**config.mk**
```make
export PLATFORM = sky130hd
export DESIGN_NAME = sdram_ch1_arbiter
export DESIGN_NICKNAME = d
export VERILOG_FILES = /design/src/rtl/sdram_arb_pkg.sv /design/src/rtl/sdram_ch1_arbiter_rr_pick.sv /design/src/rtl/sdram_ch1_arbiter.sv
export SDC_FILE = /design/constraint.sdc
export NUM_CORES = 1
export LEC_CHECK = 0
export ABC_CLOCK_PERIOD_IN_PS = 3300
export CORE_AREA = 2 2 156 158
export CTS_CLUSTER_DIAMETER = 60
export CTS_CLUSTER_SIZE = 16
export DETAILED_ROUTE_END_ITERATION = 10
export DIE_AREA = 0 0 158 160
export PLACE_DENSITY = 0.67
export SYNTH_ARGS = -nofsm -noshare
export SYNTH_HDL_FRONTEND = slang
export SYNTH_SLANG_ARGS = --single-unit
```
**constraint.sdc**
```tcl
create_clock -name clk -period 3.3 [get_ports clk]
set_clock_uncertainty 0.1 [all_clocks]
set_input_delay 0.33 -clock clk [delete_from_list [all_inputs] [get_ports clk]]
set_output_delay 0.33 -clock clk [all_outputs]
set_load 0.1 [all_outputs]
```
**src/rtl/sdram_arb_pkg.sv**
```systemverilog
// Shared types and widths for the SDRAM channel-1 arbiter.
// Holds the FSM state encoding and the per-requester request bundle.
package sdram_arb_pkg;

    localparam int ADDR_W = 27;
    localparam int DATA_W = 32;
    localparam int BE_W   = 4;

    typedef enum logic [1:0] {
        IDLE = 2'd0,
        WAIT = 2'd1,
        DONE = 2'd2
    } state_t;

    typedef struct packed {
        logic              rnw;
        logic [ADDR_W-1:0] addr;
        logic [DATA_W-1:0] din;
        logic [BE_W-1:0]   be;
    } mem_req_t;

endpackage

```
**src/rtl/sdram_ch1_arbiter_rr_pick.sv**
```systemverilog
// Cyclic first-set search over pending bits 1..N-1, starting at i_ptr.
// Bit 0 is never considered; it has its own priority path.
module rr_pick #(
    parameter int N  = 4,
    parameter int IW = $clog2(N)
) (
    input  logic [N-1:0]  i_pend,
    input  logic [IW-1:0] i_ptr,
    output logic [IW-1:0] o_idx,
    output logic          o_valid
);

    localparam int SW = IW + 1;

    logic [SW-1:0] w_sum;

    always_comb begin
        o_idx   = '0;
        o_valid = 1'b0;
        w_sum   = '0;
        for (int k = 0; k < N - 1; k++) begin
            w_sum = {1'b0, i_ptr} + SW'(k);
            if (w_sum >= SW'(N)) begin
                w_sum = w_sum - SW'(N - 1);
            end
            if (!o_valid && i_pend[w_sum[IW-1:0]]) begin
                o_valid = 1'b1;
                o_idx   = w_sum[IW-1:0];
            end
        end
    end

endmodule

```
**src/rtl/sdram_ch1_arbiter.sv**
```systemverilog
// Arbiter sharing SDRAM channel 1: requester 0 has priority with a
// starvation cap, the rest are served round-robin, one transaction at a time.
module sdram_ch1_arbiter
    import sdram_arb_pkg::*;
#(
    parameter int NUM_REQ    = 4,
    parameter int MAX_CONSEC = 4,
    parameter int TIMEOUT    = 1023
) (
    input  logic                            clk,
    input  logic                            reset_n,
    input  logic [NUM_REQ-1:0]              rq_req,
    input  logic [NUM_REQ-1:0]              rq_rnw,
    input  logic [NUM_REQ-1:0][ADDR_W-1:0]  rq_addr,
    input  logic [NUM_REQ-1:0][DATA_W-1:0]  rq_din,
    input  logic [NUM_REQ-1:0][BE_W-1:0]    rq_be,
    output logic [NUM_REQ-1:0]              rq_done,
    output logic                            rq_err,
    output logic [DATA_W-1:0]               rq_dout,
    output logic                            mem_req,
    output logic                            mem_rnw,
    output logic [ADDR_W-1:0]               mem_addr,
    output logic [DATA_W-1:0]               mem_din,
    output logic [BE_W-1:0]                 mem_be,
    input  logic                            mem_ready,
    input  logic [DATA_W-1:0]               mem_dout
);

    localparam int IW = $clog2(NUM_REQ);
    localparam int CW = $clog2(TIMEOUT + 1);
    localparam int KW = $clog2(MAX_CONSEC + 1);

    state_t              r_state;
    state_t              w_state_nxt;
    logic [NUM_REQ-1:0]  r_pending;
    logic [IW-1:0]       r_ptr;
    logic [KW-1:0]       r_consec;
    logic [CW-1:0]       r_cnt;
    logic [IW-1:0]       r_gnt;
    logic                r_err;
    logic [DATA_W-1:0]   r_dout;
    logic                r_mem_req;
    mem_req_t            r_mem;

    logic [IW-1:0]       w_rr_idx;
    logic                w_rr_valid;
    logic                w_others;
    logic                w_cap;
    logic                w_pick0;
    logic                w_grant;
    logic [IW-1:0]       w_g;
    logic [NUM_REQ-1:0]  w_gmask;
    logic                w_tmo;
    mem_req_t            w_sel;

    rr_pick #(
        .N  (NUM_REQ),
        .IW (IW)
    ) u_rr_pick (
        .i_pend  (r_pending),
        .i_ptr   (r_ptr),
        .o_idx   (w_rr_idx),
        .o_valid (w_rr_valid)
    );

    // Requester 0 wins unless it has hit its consecutive-grant cap
    // while someone else is waiting.
    assign w_others = |r_pending[NUM_REQ-1:1];
    assign w_cap    = (r_consec == KW'(MAX_CONSEC)) && w_others;
    assign w_pick0  = r_pending[0] && !w_cap;
    assign w_grant  = (r_state == IDLE) && (w_pick0 || w_rr_valid);
    assign w_g      = w_pick0 ? '0 : w_rr_idx;
    assign w_gmask  = w_grant ? (NUM_REQ'(1) << w_g) : '0;
    assign w_tmo    = (r_cnt == CW'(TIMEOUT));

    always_comb begin
        w_sel.rnw  = rq_rnw[w_g];
        w_sel.addr = rq_addr[w_g];
        w_sel.din  = rq_din[w_g];
        w_sel.be   = rq_rnw[w_g] ? '1 : rq_be[w_g];
    end

    always_ff @(posedge clk) begin
        if (!reset_n) begin
            r_state <= IDLE;
        end else begin
            r_state <= w_state_nxt;
        end
    end

    always_comb begin
        w_state_nxt = r_state;
        unique case (r_state)
            IDLE: if (w_grant) w_state_nxt = WAIT;
            WAIT: if (mem_ready || w_tmo) w_state_nxt = DONE;
            DONE: w_state_nxt = IDLE;
            default: w_state_nxt = IDLE;
        endcase
    end

    always_comb begin
        rq_done = '0;
        rq_err  = 1'b0;
        if (r_state == DONE) begin
            rq_done[r_gnt] = 1'b1;
            rq_err         = r_err;
        end
    end

    always_ff @(posedge clk) begin
        if (!reset_n) begin
            r_pending <= '0;
            r_ptr     <= IW'(1);
            r_consec  <= '0;
            r_cnt     <= '0;
            r_gnt     <= '0;
            r_err     <= 1'b0;
            r_dout    <= '0;
            r_mem_req <= 1'b0;
            r_mem     <= '0;
        end else begin
            // A request landing on its own grant edge is a fresh request.
            r_pending <= (r_pending & ~w_gmask) | rq_req;
            r_mem_req <= w_grant;
            if (w_grant) begin
                r_mem <= w_sel;
                r_gnt <= w_g;
                r_cnt <= '0;
                if (w_g == '0 && w_others) begin
                    if (r_consec != KW'(MAX_CONSEC)) begin
                        r_consec <= r_consec + 1'b1;
                    end
                end else begin
                    r_consec <= '0;
                end
                if (w_g != '0) begin
                    r_ptr <= (w_g == IW'(NUM_REQ - 1)) ? IW'(1) : w_g + 1'b1;
                end
            end
            if (r_state == WAIT) begin
                if (mem_ready) begin
                    r_dout <= mem_dout;
                    r_err  <= 1'b0;
                end else if (w_tmo) begin
                    r_dout <= '0;
                    r_err  <= 1'b1;
                end else begin
                    r_cnt <= r_cnt + 1'b1;
                end
            end
        end
    end

    assign mem_req  = r_mem_req;
    assign mem_rnw  = r_mem.rnw;
    assign mem_addr = r_mem.addr;
    assign mem_din  = r_mem.din;
    assign mem_be   = r_mem.be;
    assign rq_dout  = r_dout;

endmodule

```
==> results.json <==
{
  "status": "finished clean",
  "max_freq_mhz": 318,
  "gp_congestion": 0.871,
  "grt_max_degree": 125,
  "fp.dieH_um": 160,
  "tns_ns": 0,
  "setup_viol_count_final": 0,
  "synth_area_leaders": "dfxtp_1 (36%), a211oi_1 (14%), o21a_1 (14%)",
  "n_fill_cell": 2298,
  "cts_setup_buffers": 0,
  "finalHoldViolations": 0,
  "post_cts_resize_count": 0,
  "multiInputGateArea_um2": 4030,
  "place_inst": 1486,
  "insertion_delay_ns": 0.41,
  "gr-total-overflow": 0,
  "layout-drive-gt1-share_pct": 7.29,
  "final_area_um2": 11800,
  "hold_buffers": 0,
  "ys.flop_type": "dfxtp_1",
  "grt_use_total_pct": 22.1,
  "synth_area_um2": 6820,
  "path_max_fanout": 33,
  "wl_per_cell_um": 19.1,
  "die_area_um2": 25300,
  "ys_ff_latch": 121,
  "vias": 7797,
  "crit_path_start": "r_ptr[0]$_SDFFE_PN1P_",
  "leakagePower_uw": 0.00415,
  "reg2reg_depth": 10,
  "crit_required_ns": 3.49,
  "totalWireLength_um": 28900,
  "worst_pin_slew_ns": 1.02,
  "synth-edff-count": 0,
  "avgSynthCellArea_um2": 8.28,
  "synth_fp_nets": 1127,
  "worstHoldStart": "mem_din[29]$_SDFFE_PN0P_",
  "drcViolationCount": 0,
  "grt_pass1_vias": 7647,
  "finalMaxSlewViolations": 0,
  "crit_path_end_kind": "register",
  "nets": 1485,
  "rows": 57,
  "ant_nets": 0,
  "areaGrowthSynthToFinish_pct": 72.5,
  "synth-async-reset-ratio_pct": 0,
  "clkSinkCount": 121,
  "slew_headroom_pct": 31.5,
  "start_kind": "register",
  "fin_crit_sh_pct": 95.2,
  "ys_types": 42,
  "layout.cells.non_filler": 1518,
  "seq_area_frac_synth_pct": 35.5,
  "antenna_cells": 0,
  "viasPerCell": 5.14,
  "hpwl_um": 20900,
  "first_iter_violations": 479,
  "hold_class": "register to register",
  "ir_drop_mv": 0.880,
  "antenna_found_initial": 0,
  "postSynthCellCount": 823,
  "path_class": "register to register",
  "place_area_um2": 11100,
  "holdPathStages": 2,
  "ios": 397,
  "cts_tree": "built",
  "rsz0062_at_grt": "false",
  "cts_max_level": 4,
  "min_period_ns": 3.14,
  "initial_core_util_pct": 28.6,
  "die-width_um": 158,
  "grt_pass1_wl_um": 43500,
  "crit_arrival_ns": 3.33,
  "root_buffer": "clkbuf_16",
  "maxCapViolations": 0,
  "synth_top_cell_area_share_pct": 35.5,
  "coreArea_um2": 23800,
  "port_buffers": 396,
  "synth_top_area_cell": "dfxtp_1",
  "p_per_area_nw_per_um2": 929,
  "cts-buffers-inserted": 17,
  "yosys_warnings": 0,
  "register_area_um2": 2420,
  "dr.pass1.iters": 5,
  "clk_path_buf_depth": 2,
  "path_clk_slew_ns": 0.07,
  "r2r-start": "r_ptr[0]$_SDFFE_PN1P_"
}
==> final timing paths <==
check / slack, ns / to
min: 0.35 / mem_din[29]$_SDFFE_PN0P_
max: 0.16 / mem_addr[22]$_SDFFE_PN0P_
min reg2reg: 0.35 / mem_din[29]$_SDFFE_PN0P_
max reg2reg: 0.16 / mem_addr[22]$_SDFFE_PN0P_
==> routing by layer <==
metal | vias to the layer above | global-route usage, % | part of all wire [%]
met4 | 0 | 8.07 | 2.6
met3 | 38 | 7.00 | 8.1
met5 | - | 0 | 0
li1 | 3841 | - | -
met1 | 3618 | 26.4 | 42
met2 | 300 | 37.0 | 48
==> cell usage in the layout (no fill, tap or decap), types with 8 or more instances in the layout <==
cell / count
nand2_1: 86
buf_4: 35
ha_1: 9
nor2_1: 64
a211oi_1: 125
nand3_1: 8
o21ai_0: 10
clkdlybuf4s50_1: 382
clkbuf_16: 17
dfxtp_1: 121
a22oi_1: 33
o31ai_1: 64
o21a_1: 125
a21oi_1: 13
==> cells in the mapped netlist (all sizes together), types with 4 or more instances <==
library cell	n
a211oi	125
a21boi	4
a21oi	13
a22oi	33
a41o	4
and2	7
buf	26
clkbuf	59
dfxtp	121
ha	9
inv	9
mux2i	5
nand2	87
nand3	8
nor2	65
nor2b	4
nor3	7
nor4	5
o21a	125
o21ai	11
o31ai	65
or3	5
==> metrics by stage <==
| stage | total power (µW) | utilization, % | setup slack (ns) | hold slack [ns] |
|---|---|---|---|---|
| floorplan | 6930 | - | 0.0749 | 0.345 |
| global placement | 8900 | 46.7 | 0.239 | 0.334 |
| detailed placement | 8930 | 46.7 | 0.136 | 0.339 |
| CTS | 11000 | 49.4 | 0.123 | 0.352 |
| global route | 11500 | 49.4 | 0.00477 | 0.378 |
| finish | 10900 | 49.4 | 0.157 | 0.350 |
==> report_power, final <==
group,switching (µW),total (µW),internal [µW]
registers,208,2020,1810
logic,4710,6870,2150
clock network,750,2030,1280
total,5670,10900,5250
==> critical path, stage by stage, from the launching register on <==
cell and delay (ns):
dfxtp_1 0.42, inv_1 0.11, ha_1 0.40, mux4_2 0.54
nor3b_1 0.18, o311ai_4 0.38, inv_2 0.09, buf_4 0.26
a211oi_1 0.29, buf_4 0.15, o31ai_1 0.06
==> state kept, by name, summed over array words and instances, names as in the netlist <==
name,cells
mem_addr,27
r_gnt,2
mem_rnw,1
r_cnt,10
mem_din,32
r_err,1
r_consec,3
r_pending,4
mem_be,4
r_ptr,2
mem_req,1
r_state,2
rq_dout,32
==> cell type report <==
type	instances	share of cell area, %
Multi-Input combinational cell	608	34.3
Clock buffer	21	4.09
Inverter	9	0.309
Clock inverter	11	1.33
Sequential cell	121	20.6
Tap cell	324	3.45
Timing Repair Buffer	424	35.9
==> cells by family after synthesis <==
group	synth area share, %
buffers and inverters	5.95
and+or+nand+nor	12.8
AOI/OAI and AO/OA	42.1
muxes	1.89
adders and majority gates	1.65
DFF	35.5
Note: power is estimated with default switching activity, not from simulation.
